## src/rtl/pico_l15_arbiter.sv

```systemverilog
// pico_l15_arbiter: round-robin merge of two pico-style requesters onto one L1.5 port.
// Define PICO_ARB_WDT_EN to add the response watchdog (TIMEOUT_CYCLES).
`ifndef L15_AMO_OP_WIDTH
`define L15_AMO_OP_WIDTH 4
`endif

module pico_l15_arbiter #(
    parameter int TIMEOUT_CYCLES = 1023
) (
    input  logic                         clk,
    input  logic                         rst_n,
    input  logic                         req0_valid,
    input  logic [31:0]                  req0_addr,
    input  logic [3:0]                   req0_wstrb,
    input  logic [31:0]                  req0_wdata,
    input  logic [`L15_AMO_OP_WIDTH-1:0] req0_amo_op,
    output logic                         req0_ready,
    output logic [31:0]                  req0_rdata,
    input  logic                         req1_valid,
    input  logic [31:0]                  req1_addr,
    input  logic [3:0]                   req1_wstrb,
    input  logic [31:0]                  req1_wdata,
    input  logic [`L15_AMO_OP_WIDTH-1:0] req1_amo_op,
    output logic                         req1_ready,
    output logic [31:0]                  req1_rdata,
    output logic                         arb_mem_valid,
    output logic [31:0]                  arb_mem_addr,
    output logic [3:0]                   arb_mem_wstrb,
    output logic [31:0]                  arb_mem_wdata,
    output logic [`L15_AMO_OP_WIDTH-1:0] arb_mem_amo_op,
    input  logic                         l15_arb_ack,
    input  logic                         l15_arb_resp_val,
    input  logic [31:0]                  l15_arb_resp_data,
    output logic                         arb_timeout_err
);

    typedef enum logic [1:0] {
        IDLE,
        ISSUE,
        WAIT_RESP,
        GAP
    } state_t;

    state_t state_q, state_d;
    logic last_grant_q, last_grant_d;
    logic grant;
    logic valid_q, valid_d;
    logic [31:0] addr_q, addr_d;
    logic [3:0] wstrb_q, wstrb_d;
    logic [31:0] wdata_q, wdata_d;
    logic [`L15_AMO_OP_WIDTH-1:0] amo_q, amo_d;
    logic ready0_q, ready0_d;
    logic ready1_q, ready1_d;
    logic [31:0] rdata0_q, rdata0_d;
    logic [31:0] rdata1_q, rdata1_d;
    logic done;
    logic [31:0] done_data;

`ifdef PICO_ARB_WDT_EN
    localparam logic [9:0] TMO = 10'(TIMEOUT_CYCLES);
    logic [9:0] wdt_q, wdt_d;
    logic err_q, err_d;
`endif

    always_comb begin
        state_d      = state_q;
        last_grant_d = last_grant_q;
        grant        = last_grant_q;
        valid_d      = valid_q;
        addr_d       = addr_q;
        wstrb_d      = wstrb_q;
        wdata_d      = wdata_q;
        amo_d        = amo_q;
        ready0_d     = 1'b0;
        ready1_d     = 1'b0;
        rdata0_d     = 32'h0;
        rdata1_d     = 32'h0;
        done         = 1'b0;
        done_data    = l15_arb_resp_data;
`ifdef PICO_ARB_WDT_EN
        wdt_d        = wdt_q;
        err_d        = err_q;
`endif
        unique case (state_q)
            IDLE: begin
                if (req0_valid || req1_valid) begin
                    grant = (req0_valid && req1_valid) ? ~last_grant_q
                                                       : req1_valid;
                    last_grant_d = grant;
                    addr_d  = grant ? req1_addr   : req0_addr;
                    wstrb_d = grant ? req1_wstrb  : req0_wstrb;
                    wdata_d = grant ? req1_wdata  : req0_wdata;
                    amo_d   = grant ? req1_amo_op : req0_amo_op;
                    valid_d = 1'b1;
                    state_d = ISSUE;
`ifdef PICO_ARB_WDT_EN
                    wdt_d   = 10'd0;
`endif
                end
            end
            ISSUE, WAIT_RESP: begin
                // A response implies the ack, so it wins over the ISSUE->WAIT_RESP step
                if (l15_arb_resp_val) begin
                    done = 1'b1;
                end else if (state_q == ISSUE && l15_arb_ack) begin
                    state_d = WAIT_RESP;
                end
`ifdef PICO_ARB_WDT_EN
                if (!l15_arb_resp_val) begin
                    if (wdt_q == TMO) begin
                        done      = 1'b1;
                        done_data = 32'hDEAD_BEEF;
                        err_d     = 1'b1;
                    end else if (wdt_q != 10'h3ff) begin
                        wdt_d = wdt_q + 10'd1;
                    end
                end
`endif
                if (done) begin
                    valid_d = 1'b0;
                    state_d = GAP;
                    if (last_grant_q) begin
                        ready1_d = 1'b1;
                        rdata1_d = done_data;
                    end else begin
                        ready0_d = 1'b1;
                        rdata0_d = done_data;
                    end
                end
            end
            GAP: begin
                state_d = IDLE;
            end
            default: begin
                state_d = IDLE;
            end
        endcase
    end

    always_ff @(posedge clk) begin
        if (!rst_n) begin
            state_q      <= IDLE;
            last_grant_q <= 1'b1;
            valid_q      <= 1'b0;
            addr_q       <= 32'h0;
            wstrb_q      <= 4'h0;
            wdata_q      <= 32'h0;
            amo_q        <= '0;
            ready0_q     <= 1'b0;
            ready1_q     <= 1'b0;
            rdata0_q     <= 32'h0;
            rdata1_q     <= 32'h0;
`ifdef PICO_ARB_WDT_EN
            wdt_q        <= 10'd0;
            err_q        <= 1'b0;
`endif
        end else begin
            state_q      <= state_d;
            last_grant_q <= last_grant_d;
            valid_q      <= valid_d;
            addr_q       <= addr_d;
            wstrb_q      <= wstrb_d;
            wdata_q      <= wdata_d;
            amo_q        <= amo_d;
            ready0_q     <= ready0_d;
            ready1_q     <= ready1_d;
            rdata0_q     <= rdata0_d;
            rdata1_q     <= rdata1_d;
`ifdef PICO_ARB_WDT_EN
            wdt_q        <= wdt_d;
            err_q        <= err_d;
`endif
        end
    end

    assign arb_mem_valid  = valid_q;
    assign arb_mem_addr   = addr_q;
    assign arb_mem_wstrb  = wstrb_q;
    assign arb_mem_wdata  = wdata_q;
    assign arb_mem_amo_op = amo_q;
    assign req0_ready     = ready0_q;
    assign req1_ready     = ready1_q;
    assign req0_rdata     = rdata0_q;
    assign req1_rdata     = rdata1_q;
`ifdef PICO_ARB_WDT_EN
    assign arb_timeout_err = err_q;
`else
    assign arb_timeout_err = 1'b0;
`endif

endmodule

```

## config.mk

```make
export PLATFORM = sky130hd
export DESIGN_NAME = pico_l15_arbiter
export DESIGN_NICKNAME = d
export VERILOG_FILES = /design/src/rtl/pico_l15_arbiter.sv
export SDC_FILE = /design/constraint.sdc
export NUM_CORES = 1
export LEC_CHECK = 0
export BUFFER_PORTS_ARGS = -buffer_cell sky130_fd_sc_hd__buf_2
export CORE_AREA = 2 2 127 129
export CTS_CLUSTER_DIAMETER = 100
export DETAILED_ROUTE_END_ITERATION = 12
export DIE_AREA = 0 0 129 131
export GPL_ROUTABILITY_DRIVEN = 0
export GPL_TIMING_DRIVEN = 0
export PLACE_DENSITY = 0.66
export SKIP_CTS_REPAIR_TIMING = 1
export SYNTH_ARGS = -nofsm -noshare
export SYNTH_HDL_FRONTEND = slang
export SYNTH_SLANG_ARGS = --single-unit
```

## constraint.sdc

```tcl
create_clock -name clk -period 1.92 [get_ports clk]
set_clock_uncertainty 0.1 [all_clocks]
set_input_delay 0.384 -clock clk [delete_from_list [all_inputs] [get_ports clk]]
set_output_delay 0.384 -clock clk [all_outputs]
set_load 0.02 [all_outputs]
```

* Yosys cells after proc, flatten, opt, wreduce, memory -nomap -nowiden
Cells that the tools add are included.
** Operators by class
- Equality and inequality tests :: 7
- Mux-type cells :: 17
- Bitwise gates (word level) :: 4
- Reductions and logical operators :: 12
** Operators with widths (number)
- $mux 32 :: 2
- $reduce_and 3->1 :: 3
- $mux 2 :: 4
- $mux 4 :: 2
- $mux 1 :: 7
- $ne 3x3->1 const B :: 2
- $pmux 2 s3 :: 1
- $eq 2x2->1 const B :: 2
- $ne 2x2->1 const B :: 2
- $not 1->1 :: 4
- $reduce_and 4->1 :: 1
- $reduce_or 4->1 :: 1
- $eq 2x1->1 const B :: 1
- $logic_and 1x1->1 :: 2
- $logic_not 2->1 :: 1
- $pmux 1 s2 :: 1
- $reduce_and 2->1 :: 1
- $reduce_bool 2->1 :: 1
- $reduce_or 2->1 :: 1
- $logic_or 1x1->1 :: 1
** Word-level totals
- Register bits :: 142
- Input bits :: 182
- Output and inout port bits :: 140
- Word-level logic and storage cells :: 51

* Depth between registers and ports, before layout
- Depth after elaboration :: 6
- Gate-level depth with buffers :: 7
- Mapped depth without buffers :: 5

* Worst setup path after synthesis
OpenSTA, ideal clock, no wires.
- Kind :: reg2reg
- Start :: register state_q[0]
- End :: register rdata1_q[22], in the netlist req1_rdata[22]
- Arrival :: 1.299 ns
- Data required time :: 1.761 ns
- Slack :: 0.462 ns
- Cell stages (with the launch flop) :: 7
- Cell sequence :: dfxtp_1 -> inv_1 -> ha_1 -> nand3_1 -> nor2_1 -> buf_2 -> and2_1
** Between the ends
- Word-level cells in the longest chain between the ends :: 3
- Elaborated cells on any way between the ends :: 4
** RTL lines
- start, declared :: line 44 : state_t state_q, state_d;
- start signal, assigned :: line 158 : state_q <= state_d;
- $eq 2x1->1 / $eq 2x2->1 (equally long branches) :: line 84 : unique case (state_q)
- $reduce_or 2->1 * :: line 84
- $reduce_and 4->1 (no line) *
- end signal, assigned :: line 168 : rdata1_q <= rdata1_d;
- end, declared :: line 55 : logic [31:0] rdata1_q, rdata1_d;
Mark *: on every way between the ends. The rest lies on a longest branch, timed or not.
A chain may end at the register's enable or synchronous reset.

* Worst setup path after layout
- Start :: register state_q[0]
- End :: register rdata1_q[29], in the netlist req1_rdata[29]
Same word-level chain as after synthesis.

==> summary.txt <==
Status
  – Status: completed

Yosys
  – Post-Synthesis Cells: 570
  – Post-Syn Area per Cell: 8.83 µm²
  – Largest family of logic cells by synthesized area: simple AND/OR/NAND/NOR gates
  – Mapped cell area: 5030 µm²
  – Number of synthesized flops with an enable pin: 0
  – Post-synthesis compound-gate area fraction: 17.5%
  – Ys Warns: 0
  – Synth Register Bits: 142
  – Ys async rst share: 0%
  – Area contributors post-synth: dfxtp_1 (57%), nand2_1 (11%), a31oi_1 (9.0%)
  – Main synth FF type: dfxtp_1
  – Netlist cell types: 27
  – Post-synthesis sequential area ratio: 56.5%
  – Top cell type's share of synthesized area: 56.5%
  – Biggest area consumer among synthesized cells: dfxtp_1
  – Syn nets: 755
  – Post-Synth XOR/XNOR Area: 0%
  – Mux contribution to synthesized area: 0%
  – Post-synthesis adder-cell area fraction: 0.746%
  – Simple-gate share of the synthesized area: 20.1%

Clock network
  – # clock sinks: 142
  – Skew-Pair Late Insertion Delay: 0.41 ns
  – CTS max path bufs: 2
  – Root Driver: clkbuf_16
  – CTS tree: yes
  – Clk slew on worst S/H paths: 0.06 ns
  – Num CTS Buffers: 17
  – CTS H-Tree Depth: 4

STA
  – RSZ-0062 raised after global routing: no
  – Final setup viols: 0
  – Fmax: 0.559 GHz
  – Max Slew Vio Count: 0
  – Post-layout min period: 1.79 ns
  – Setup TNS: 0 ns
  – Period utilization: 93.2%
  – Final Hold Violating Endpoints: 0
  – Hold Slack: 0.0776 ns

Setup path
  – Kind of critical path: reg -> reg
  – Worst r2r src: state_q[0]
  – CP Launch Type: flop
  – Worst-path cell chain: inv_1, ha_1, nand3_4, nor2_4, clkbuf_4, and2_1
  – Worst path slowest cell: ha_1
  – Critical path startpoint: state_q[0]
  – CP arrival: 2.04 ns
  – CP Capture Type: flop
  – Worst path max stage delay: 0.42 ns
  – CP Data Required Time: 2.18 ns
  – Crit path max fanout: 10

Drt
  – Vias per cell: 4.57
  – Starting DRT DRC Count: 139
  – Wire per inst: 14.7 µm
  – Via count: 5214
  – Router iterations before antenna repair: 4
  – Post-DRT Antenna Nets: 0
  – DRC errors left: 0
  – Detailed Route WL: 16700 µm

GRT
  – Vias in the first global route: 4876
  – Initial antenna violation count: 3
  – Total congestion overflow: 0
  – First-pass GRT wire length: 25000 µm
  – Pin count of the biggest net entering global routing: 17
  – GRT Total Usage: 19.3%

Run
  – Number of max-cap violations: 0

Floorplan
  – Die Y: 131 µm
  – Core area: 15600 µm²
  – Die X: 129 µm
  – Num ports: 322
  – Die area: 16900 µm²
  – # rows: 46
  – Starting density of the core: 32.3%

Final layout
  – Fillers: 1573
  – Total Nets Final: 1096
  – Layout area overhead: 49.2%
  – Share of layout cells above drive strength 1: 43.1%

Power
  – Power per cell area: 1420 nW/µm²
  – Switching power share of the total: 37.9%
  – Leakage: 3.83 nW
  – Clock share of power: 28.7%
  – Sequential share of power: 37.1%
  – NetSw: 0.00404 W
  – Comb pwr share: 34.2%
  – Pint: 0.00661 W
  – Peak supply drop: 0.000586 V

Hold path
  – Hold Path Origin: l15_arb_resp_data[10]
  – Min-Delay Path Class: in -> reg

Placed design
  – IO Port Bufs: 320
  – Hpwl dp: 12600 µm
[cell usage in the layout, fill, tap and decap left out, types with 3 or more instances in the layout]
| master | count |
|---|---|
| a31oi_1 | 72 |
| and2_1 | 64 |
| buf_2 | 349 |
| buf_4 | 9 |
| clkbuf_1 | 7 |
| clkbuf_16 | 17 |
| clkinvlp_4 | 4 |
| dfxtp_1 | 142 |
| ha_1 | 3 |
| inv_1 | 3 |
| inv_6 | 6 |
| nand2_1 | 148 |
| o21ai_0 | 64 |
| o21ai_1 | 9 |
[routing by layer]
metal	wire, µm	track usage (%)
met1	6810	22.3
met2	8070	32.6
met3	1530	7.17
met4	307	7.35
met5	27	0
[per-stage QoR]
step	power, W	utilization, %	setup slack [ns]	std cells	area (µm²)
finish	0.0106	48.1	0.131	1140	7510
CTS	0.0107	47.8	-0.208	1137	7450
floorplan	0.00620	-	0.462	570	5030
detailed placement	0.00762	44.3	-0.195	1106	6900
global placement	0.00758	44.3	-0.155	1106	6900
global route	0.0113	48.1	0.00199	1139	7500
[sequential cells by signal, summed over array words and instances, names as in the netlist]
signal,flops
arb_mem_addr,32
arb_mem_wdata,32
req0_rdata,32
req1_rdata,32
arb_mem_amo_op,4
arb_mem_wstrb,4
state_q,2
arb_mem_valid,1
last_grant_q,1
req0_ready,1
req1_ready,1
[power groups by stage]
stage / Combinational [W] / Clock [W] / Sequential (W)
after floorplan: 0.00139 / 0 / 0.00481
after global placement: 0.00360 / 0 / 0.00398
after detailed placement: 0.00363 / 0 / 0.00399
after CTS: 0.00364 / 0.00313 / 0.00394
after global routing: 0.00401 / 0.00326 / 0.00403
final: 0.00365 / 0.00306 / 0.00395
[final timing paths]
kind	endpoint	slack, ns	depth (start not counted)
worst max-delay path	req1_rdata[29]	0.13	6
worst min-delay path	req0_rdata[10]	0.08	2
worst max register to register	req1_rdata[29]	0.13	6
worst min register to register	arb_mem_valid	0.38	2
[synth_stat cells (2+ instances only)]
library cell  number
nand2_1          148
buf_4              8
ha_1               3
inv_1              3
a21oi_1            2
clkbuf_1           8
and2_1            64
o21ai_0           64
dfxtp_1          142
a31oi_1           72
nor2b_1            2
nor2_1             2
o21ai_1            9
buf_2             30
[kinds of logic after synthesis]
logic type / after synthesis
AO/OA/AOI/OAI: 153
adder cells (fa/ha/maj): 3
buffers and inverters: 50
flip-flops: 142
other: 1
AND/OR/NAND/NOR: 221
[cell type report]
class | instances | area, µm² | share of cell area (%)
sequential | 142 | 2840 | 37.9
multi-input combinational | 378 | 1960 | 26.1
timing repair buffer | 322 | 1620 | 21.5
clock buffer | 17 | 425 | 5.67
tap | 216 | 270 | 3.60
buffer | 47 | 255 | 3.40
clock inverter | 14 | 123 | 1.63
inverter | 3 | 11.3 | 0.150
antenna | 1 | 2.50 | 0.0333
[critical path: cells and delay by family, from the launching register on]
kind | cells | cell delay (ns)
buf+inv | 2 | 0.29
flops | 1 | 0.39
fa+ha+maj | 1 | 0.42
simple gates | 3 | 0.52
Power figures use the tool's default switching activity.
